File: src/rtl/multi_voice_sound.sv
// Multi-voice square-wave tone generator with per-voice note durations.
// All active voices are mixed into a single PWM audio output.
module multi_voice_sound #(
    parameter int unsigned NCH      = 4,
    parameter int unsigned PW       = 32,
    parameter int unsigned DW       = 16,
    parameter int unsigned TICK_DIV = 100000,
    parameter int unsigned PWM_BITS = 8,
    localparam int unsigned CW      = (NCH > 1) ? $clog2(NCH) : 1
) (
    input  logic           clk,
    input  logic           reset,
    input  logic           wr_en,
    input  logic [CW-1:0]  wr_ch,
    input  logic [PW-1:0]  wr_period,
    input  logic [DW-1:0]  wr_dur,
    output logic [NCH-1:0] busy,
    output logic [NCH-1:0] done,
    output logic           audPWM
);

    localparam int unsigned NB   = $clog2(NCH);
    localparam int unsigned LW   = NB + 1;
    localparam int unsigned CMPW = PWM_BITS + NB + 1;
    localparam int unsigned TW   = $clog2(TICK_DIV);

    typedef enum logic {
        IDLE = 1'b0,
        PLAY = 1'b1
    } voice_state_t;

    voice_state_t        state_q  [NCH];
    voice_state_t        state_d  [NCH];
    logic [PW-1:0]       period_q [NCH];
    logic [PW-1:0]       period_d [NCH];
    logic [PW-1:0]       phase_q  [NCH];
    logic [PW-1:0]       phase_d  [NCH];
    logic [DW-1:0]       dur_q    [NCH];
    logic [DW-1:0]       dur_d    [NCH];
    logic [NCH-1:0]      timed_q, timed_d;
    logic [NCH-1:0]      done_q, done_d;
    logic [NCH-1:0]      sq;
    logic [TW-1:0]       tick_cnt_q, tick_cnt_d;
    logic                tick;
    logic [PWM_BITS-1:0] pwm_cnt_q, pwm_cnt_d;
    logic [LW-1:0]       level, level_q, level_d;
    logic                aud_q, aud_d;
    logic                wr_ok;

    // Square wave per voice and count of voices currently driving high.
    always_comb begin
        sq    = '0;
        level = '0;
        for (int i = 0; i < NCH; i++) begin
            sq[i] = phase_q[i] < (period_q[i] >> 1);
            if (state_q[i] == PLAY && sq[i]) begin
                level = level + LW'(1);
            end
        end
    end

    // Next-state logic: commands take priority over phase/duration updates.
    always_comb begin
        tick       = (tick_cnt_q == TW'(TICK_DIV - 1));
        tick_cnt_d = tick ? '0 : tick_cnt_q + TW'(1);
        pwm_cnt_d  = pwm_cnt_q + PWM_BITS'(1);
        level_d    = (pwm_cnt_q == '0) ? level : level_q;
        aud_d      = (CMPW'(pwm_cnt_q) << NB) < (CMPW'(level_q) << PWM_BITS);
        wr_ok      = wr_en && (32'(wr_ch) < NCH);
        timed_d    = timed_q;
        done_d     = '0;
        for (int i = 0; i < NCH; i++) begin
            state_d[i]  = state_q[i];
            period_d[i] = period_q[i];
            phase_d[i]  = phase_q[i];
            dur_d[i]    = dur_q[i];
            if (wr_ok && wr_ch == CW'(i)) begin
                if (wr_period == '0) begin
                    state_d[i] = IDLE;
                end else begin
                    state_d[i]  = PLAY;
                    period_d[i] = wr_period;
                    phase_d[i]  = '0;
                    dur_d[i]    = wr_dur;
                    timed_d[i]  = (wr_dur != '0);
                end
            end else if (state_q[i] == PLAY) begin
                phase_d[i] = (phase_q[i] == period_q[i] - PW'(1)) ? '0 : phase_q[i] + PW'(1);
                if (tick && timed_q[i]) begin
                    dur_d[i] = dur_q[i] - DW'(1);
                    if (dur_q[i] == DW'(1)) begin
                        state_d[i] = IDLE;
                        done_d[i]  = 1'b1;
                    end
                end
            end
        end
    end

    always_ff @(posedge clk or negedge reset) begin
        if (!reset) begin
            for (int i = 0; i < NCH; i++) begin
                state_q[i]  <= IDLE;
                period_q[i] <= '0;
                phase_q[i]  <= '0;
                dur_q[i]    <= '0;
            end
            timed_q    <= '0;
            done_q     <= '0;
            tick_cnt_q <= '0;
            pwm_cnt_q  <= '0;
            level_q    <= '0;
            aud_q      <= 1'b0;
        end else begin
            for (int i = 0; i < NCH; i++) begin
                state_q[i]  <= state_d[i];
                period_q[i] <= period_d[i];
                phase_q[i]  <= phase_d[i];
                dur_q[i]    <= dur_d[i];
            end
            timed_q    <= timed_d;
            done_q     <= done_d;
            tick_cnt_q <= tick_cnt_d;
            pwm_cnt_q  <= pwm_cnt_d;
            level_q    <= level_d;
            aud_q      <= aud_d;
        end
    end

    always_comb begin
        busy = '0;
        for (int i = 0; i < NCH; i++) begin
            busy[i] = (state_q[i] == PLAY);
        end
    end

    assign done   = done_q;
    assign audPWM = aud_q;

endmodule
File: config.mk
export PLATFORM = sky130hd
export DESIGN_NAME = multi_voice_sound
export DESIGN_NICKNAME = d
export VERILOG_FILES = /design/src/rtl/multi_voice_sound.sv
export SDC_FILE = /design/constraint.sdc
export NUM_CORES = 1
export LEC_CHECK = 0
export BUFFER_PORTS_ARGS = -buffer_cell sky130_fd_sc_hd__buf_2
export CAP_MARGIN = 20
export CORE_ASPECT_RATIO = 0.7
export CORE_MARGIN = 4
export CORE_UTILIZATION = 45
export CTS_CLUSTER_DIAMETER = 80
export CTS_CLUSTER_SIZE = 16
export DETAILED_ROUTE_END_ITERATION = 8
export GPL_TIMING_DRIVEN = 0
export PLACE_DENSITY = 0.67
export SETUP_SLACK_MARGIN = 0.15
export SYNTH_ARGS = -nofsm -noshare
export SYNTH_HDL_FRONTEND = slang
export SYNTH_SLANG_ARGS = --single-unit
File: constraint.sdc
create_clock -name clk -period 5.3 [get_ports clk]
set_input_delay 1.06 -clock clk [delete_from_list [all_inputs] [get_ports clk]]
set_output_delay 1.06 -clock clk [all_outputs]
set_load 0.05 [all_outputs]
# Word level (Yosys, flattened, before mapping)
# Index checks and enable logic that the tools add are counted.
[classes]
add_sub_neg = 17
order_cmp = 5
n_eq_ne = 16
n_mux = 64
bitwise = 1
reduce_logical = 36
[op_table]
columns = ["op", "n"]
rows = [
  ["2-to-1 mux 32 bit", 13],
  ["2-to-1 mux 16 bit", 13],
  ["adder 32 x 1 -> 32 bit (second input constant)", 4],
  ["== test 32 bit", 4],
  ["less-than comparator 32 x 31 -> 1 bit", 4],
  ["subtractor 32 x 1 -> 32 bit (second input constant)", 4],
  ["== test 16 x 1 -> 1 bit (second input constant)", 4],
  ["subtractor 16 x 1 -> 16 bit (second input constant)", 4],
  ["2-to-1 mux 1 bit", 34],
  ["logical NOT 32 bit", 1],
  ["adder 17 x 1 -> 17 bit (second input constant)", 1],
  ["== test 17 bit (second input constant)", 1],
  ["2-to-1 mux 17 bit", 1],
  ["AND reduction 2 bit", 8],
  ["nonzero test 16 bit", 1],
  ["nonzero test 2 bit", 8],
  ["logical AND 1 bit", 12],
  ["AND reduction 3 bit", 4],
  ["less-than comparator 10 x 11 -> 1 bit", 1],
  ["2-to-1 mux 3 bit", 3],
  ["adder 8 x 1 -> 8 bit (second input constant)", 1],
  ["logical NOT 8 bit", 1],
  ["!= test 2 bit (second input constant)", 4],
  ["adder 3 x 1 -> 3 bit (second input constant)", 2],
  ["other kinds (5)", 6],
]
[totals]
ff_bits = 361
elab_cells = 164

# Depth between registers and ports, before layout
[logic_depth]
depth_word = 9
depth_mapped = 19

# Worst setup path after synthesis
# No wires, ideal clock.
[synth_path]
path_kind = "register to register"
start = "register period_q[98] (netlist name)"
end = "register level_q[2]"
arrival_time_ps = 3454
required_ps = 5217
path_slack_ps = 1763
stages_incl_launch_ff = 18
period_less_slack_ps = 3537
path_cell_list = "dfrtp_1 > clkbuf_1 > inv_1 > ha_1 > a21o_1 > a21o_1 > a21o_1 > a21o_1 > a2111oi_0 > o21ai_0 > a211o_1 > a21oi_1 > ha_1 > xnor2_1 > ha_1 > nand2_1 > xor2_1 > o21ai_0"
[synth_between]
elab_chain_len = 9
[synth_lines]
columns = ["element", "line", "text"]
rows = [
  ["from (decl)", "34", "logic [PW-1:0] period_q [NCH];"],
  ["from (signal, indexed assignment)", "117", "period_q[i] <= period_d[i];"],
  ["less-than comparator 32 x 31 -> 1 bit (*)", "55", "sq[i] = phase_q[i] < (period_q[i] >> 1);"],
  ["logical AND 1 bit (*)", "56", "if (state_q[i] == PLAY && sq[i]) begin"],
  ["2-to-1 mux 1 bit (*)", "56", ""],
  ["adder 1 x 1 -> 2 bit", "57", "level = level + LW'(1);"],
  ["2-to-1 mux 3 bit (*)", "56", ""],
  ["adder 3 x 1 -> 3 bit", "57", ""],
  ["2-to-1 mux 3 bit (*)", "56", ""],
  ["adder 3 x 1 -> 3 bit", "57", ""],
  ["2-to-1 mux 3 bit (*)", "56", ""],
  ["to (signal assigned)", "125", "level_q <= level_d;"],
  ["to (decl)", "46", "logic [LW-1:0] level, level_q, level_d;"],
]
# Every way passes the cells marked *; elsewhere a longest branch is shown, timed or not.
# A chain may end at the register's enable or synchronous reset.

# Worst setup path after layout
[layout_path]
start = "register period_q[98] (netlist name)"
end = "register level_q[1]"
# The elaborated chain is that of the path after synthesis.

==> impl_results.md <==
* Worst Skew at 0.0182 ns
* R2R cell count at 16
* Synth Area per Inst at roughly 8.8 um2
* CP bufs+invs at 2
* Clock Tree Buf Depth at 3
* Async S/R FF share, synth at 100%
* Layout cells sized above 1 at 8.70%
* CTS tree: built
* Clk_lat worst skew at 0.58 ns
* Via count at 22,200
* RR Endpoint: level_q[1]
* Die height at 204 um
* CP max-delay cell: a2111oi_0
* # nets final at about 3,100
* Distinct cells, synth at 89
* Post-synth EDFFs at 0
* PD cells at 306 mW/mm2
* Slowest stage delay, CP at between 0.4 and 0.5 ns
* Post-CTS resize count at 0
* Critical path's top delay family: compound AO/OA/AOI/OAI gates
* Port bufs at 60
* Status: finished clean
* FMAX at between 200 and 250 MHz
* Start of the worst register-to-register path: period_q[98]
* Clk slew on worst S/H paths at ~0.070 ns
* Cts bufs inserted at 27
* Core ar. at about 0.054 mm2
* Worst Slack Setup Final at about 0.86 ns
* Final HPWL DP at about 56,000 um
* Drt total wl at roughly 75,000 um
* Die Footprint at roughly 0.059 mm2
* Overflow after GRT at 0
* Tot GR Track Use at 25.3%
* Unrepaired setup endpoints after global routing: false
* CTS sink count at about 360
* Static leakage at 11.7 nW
* Routed Antenna Nets at 0
* Root Buffer: clkbuf_16
* Worst path required time at about 5.8 ns
* Largest net degree at the start of global routing at around 120
* Fin. Hold Viols at 0
* Vias in the first global route at approximately 21,000
* Routed len/inst at 20.7 um
* Worst hold path type: input pin to async pin
* Setup Viol. Count Final at 0
* Global-route wire length before repair at approximately 120,000 um
* Num rows at slightly above 70
* Crit path top cell by count: a21o_1
* Worst slew pin tran at 1.14 ns
* Post-CTS setup buffer count at 0
* Setup crit end kind: register
* Die Span X at around 290 um
* Slew HR at a little under a quarter
* Commonest non-fill, non-tap cells in the layout: dfrtp_1, nor2_1, nand2_1, o21ai_0, inv_1
* Final number of max-transition violations at 0
* Netlist Area Pre-Place at about 0.025 mm2
* Crit Path Class: register to register
* Worst-path cell chain: clkbuf_1 -> inv_1 -> ha_1 -> a21o_1 -> a21o_1 -> a21o_1 -> a21o_1 -> a2111oi_0 -> o21ai_0 -> a211o_1 -> a21oi_1 -> ha_1 -> xnor2_1 -> ha_1 -> mux2i_1 -> o21ai_0
* Drc violations at 0
* Flop2flop setup slack at 0.86 ns
* # fillers at 5,102
* Vias per inst at a little over 6
* Hold Worst Slack at a little under 0.3 ns
* Peak VDD IR at approximately 0.26 mV
* Yosys warning total at 0
* DRT iter0 DRCs at 2,347
* Placer Congestion at between 0.9 and 1
* CP max FO at 10
* Post-synthesis sequential area ratio at 36.5%
* Primary FF master, synth: dfrtp_1
* Cells after synthesis at 2,810
* TritonRoute pass-1 iters at 6
* Final Cycle Share at about 84%
* Cts hold-fix bufs at 0
* WP depth at 16
* Maxcap violations at 0
* Most common cell after layout, fill and taps aside: dfrtp_1
* I/O pins at 62
* H-tree depth at 1
* Pre-CTS setup slack at 0.979 ns
* Min cycle time layout at about 4.4 ns
* Crit path launch: period_q[98]
* Layout Area Growth over Synthesis at 8.34%
* Initial core utilization at 45.8%
* Critical path startpoint category: register
* Critical path destination: level_q[1]
* Antenna violations before repair at 0
* Post-synth net total at 3,006
* FF+latch count, synth at 361
* Final Power at just over 8 mW
* WP data arrival at 4.88 ns
[state kept, by name, indices dropped and copies added (netlist names)]
signal      count
audPWM          1
busy            4
done            4
dur_q          64
level_q         3
period_q      128
phase_q       128
pwm_cnt_q       8
tick_cnt_q     17
timed_q         4
[worst min path at each step]
stage / from / to / slack [ns] / depth (start not counted)
detailed placement: pwm_cnt_q[0] / pwm_cnt_q[0] / 0.46 / 1
floorplan: pwm_cnt_q[0] / pwm_cnt_q[0] / 0.43 / 1
global route: reset / period_q[106] / 0.28 / 1
finish: reset / period_q[106] / 0.30 / 1
global placement: pwm_cnt_q[0] / pwm_cnt_q[0] / 0.45 / 1
CTS: reset / period_q[106] / 0.27 / 1
[cells by family after synthesis]
family,Yosys count,synth area share (%)
XOR/XNOR,259,9.16
adder cells (fa/ha/maj),143,7.23
AO/OA/AOI/OAI,571,14.4
buffers and inverters,277,4.45
AND/OR/NAND/NOR,1077,22.8
multiplexers,122,5.43
flip-flops,361,36.5
[synthesized netlist by cell type (all sizes together) (9+ instances only)]
master   count  area, um2
nand4       88        572
a31oi       24        150
a21o        42        315
or2         12       75.1
nor3        91        477
ha         143       1790
nand3b      12       90.1
or4         26        206
nor4b        9       78.8
nor4        66        519
nor2       254        953
nand3      145        738
nor3b       11       92.6
a211oi      17        128
o211ai      15        113
and4        19        166
clkbuf      95        357
nand2      205        769
inv        162        608
a22o        11       96.3
a22oi       23        173
and2        13       81.3
and3        49        307
o2111ai     11       96.3
a21oi      139        699
nand2b      19        119
xnor2      136       1190
nor2b       13       81.3
mux2i       23        230
o21ai      196        996
buf         20        138
dfrtp      361       9030
or3         31        196
mux2        99       1110
xor2       123       1080
[worst register-to-register path, cell delays in order (launching register included)]
cell       delay [ns]
dfrtp_1          0.36
clkbuf_1         0.37
inv_1            0.09
ha_1             0.31
a21o_1           0.16
a21o_1           0.17
a21o_1           0.20
a21o_1           0.19
a2111oi_0        0.46
o21ai_0          0.24
a211o_1          0.36
a21oi_1          0.32
ha_1             0.32
xnor2_1          0.26
ha_1             0.28
mux2i_1          0.13
o21ai_0          0.10
[report_power, final]
| part | internal, mW | leakage [nW] | switching (mW) |
|---|---|---|---|
| registers | 3.18 | 4.60 | 0.598 |
| clock network | 0.973 | 0.364 | 1.01 |
| logic | 0.977 | 6.69 | 1.47 |
[metrics by stage]
| stage | instance area (um2) | TNS, ns | cells | utilization [%] |
|---|---|---|---|---|
| 2_1_floorplan | 24800 | 0 | 2810 | - |
| 3_3_place_gp | 26000 | -1411.23 | 3600 | 48.0 |
| 3_5_place_dp | 26100 | 0 | 3603 | 48.2 |
| 4_1_cts | 26800 | 0 | 3635 | 49.6 |
| 5_1_grt | 26800 | 0 | 3637 | 49.6 |
| 6_report | 26800 | 0 | 3638 | 49.6 |
[metal layers]
| metal | share of wire, % | track usage (%) |
|---|---|---|
| met5 | 0 | 0 |
| met4 | 2.7 | 6.07 |
| met3 | 7.8 | 3.73 |
| met2 | 42 | 37.6 |
| met1 | 47 | 38.5 |
[final cells by class]
class / count / area (um2) / area share (%)
Multi-Input combinational cell: 2172 / 14600 / 54.5
Buffer: 115 / 494 / 1.84
Clock inverter: 4 / 53.8 / 0.201
Inverter: 162 / 608 / 2.27
Clock buffer: 28 / 689 / 2.57
Tap cell: 730 / 913 / 3.41
Sequential cell: 361 / 9030 / 33.7
Antenna cell: 1 / 2.50 / 0.00933
Timing Repair Buffer: 65 / 405 / 1.51
(Power assumes the default switching activity.)
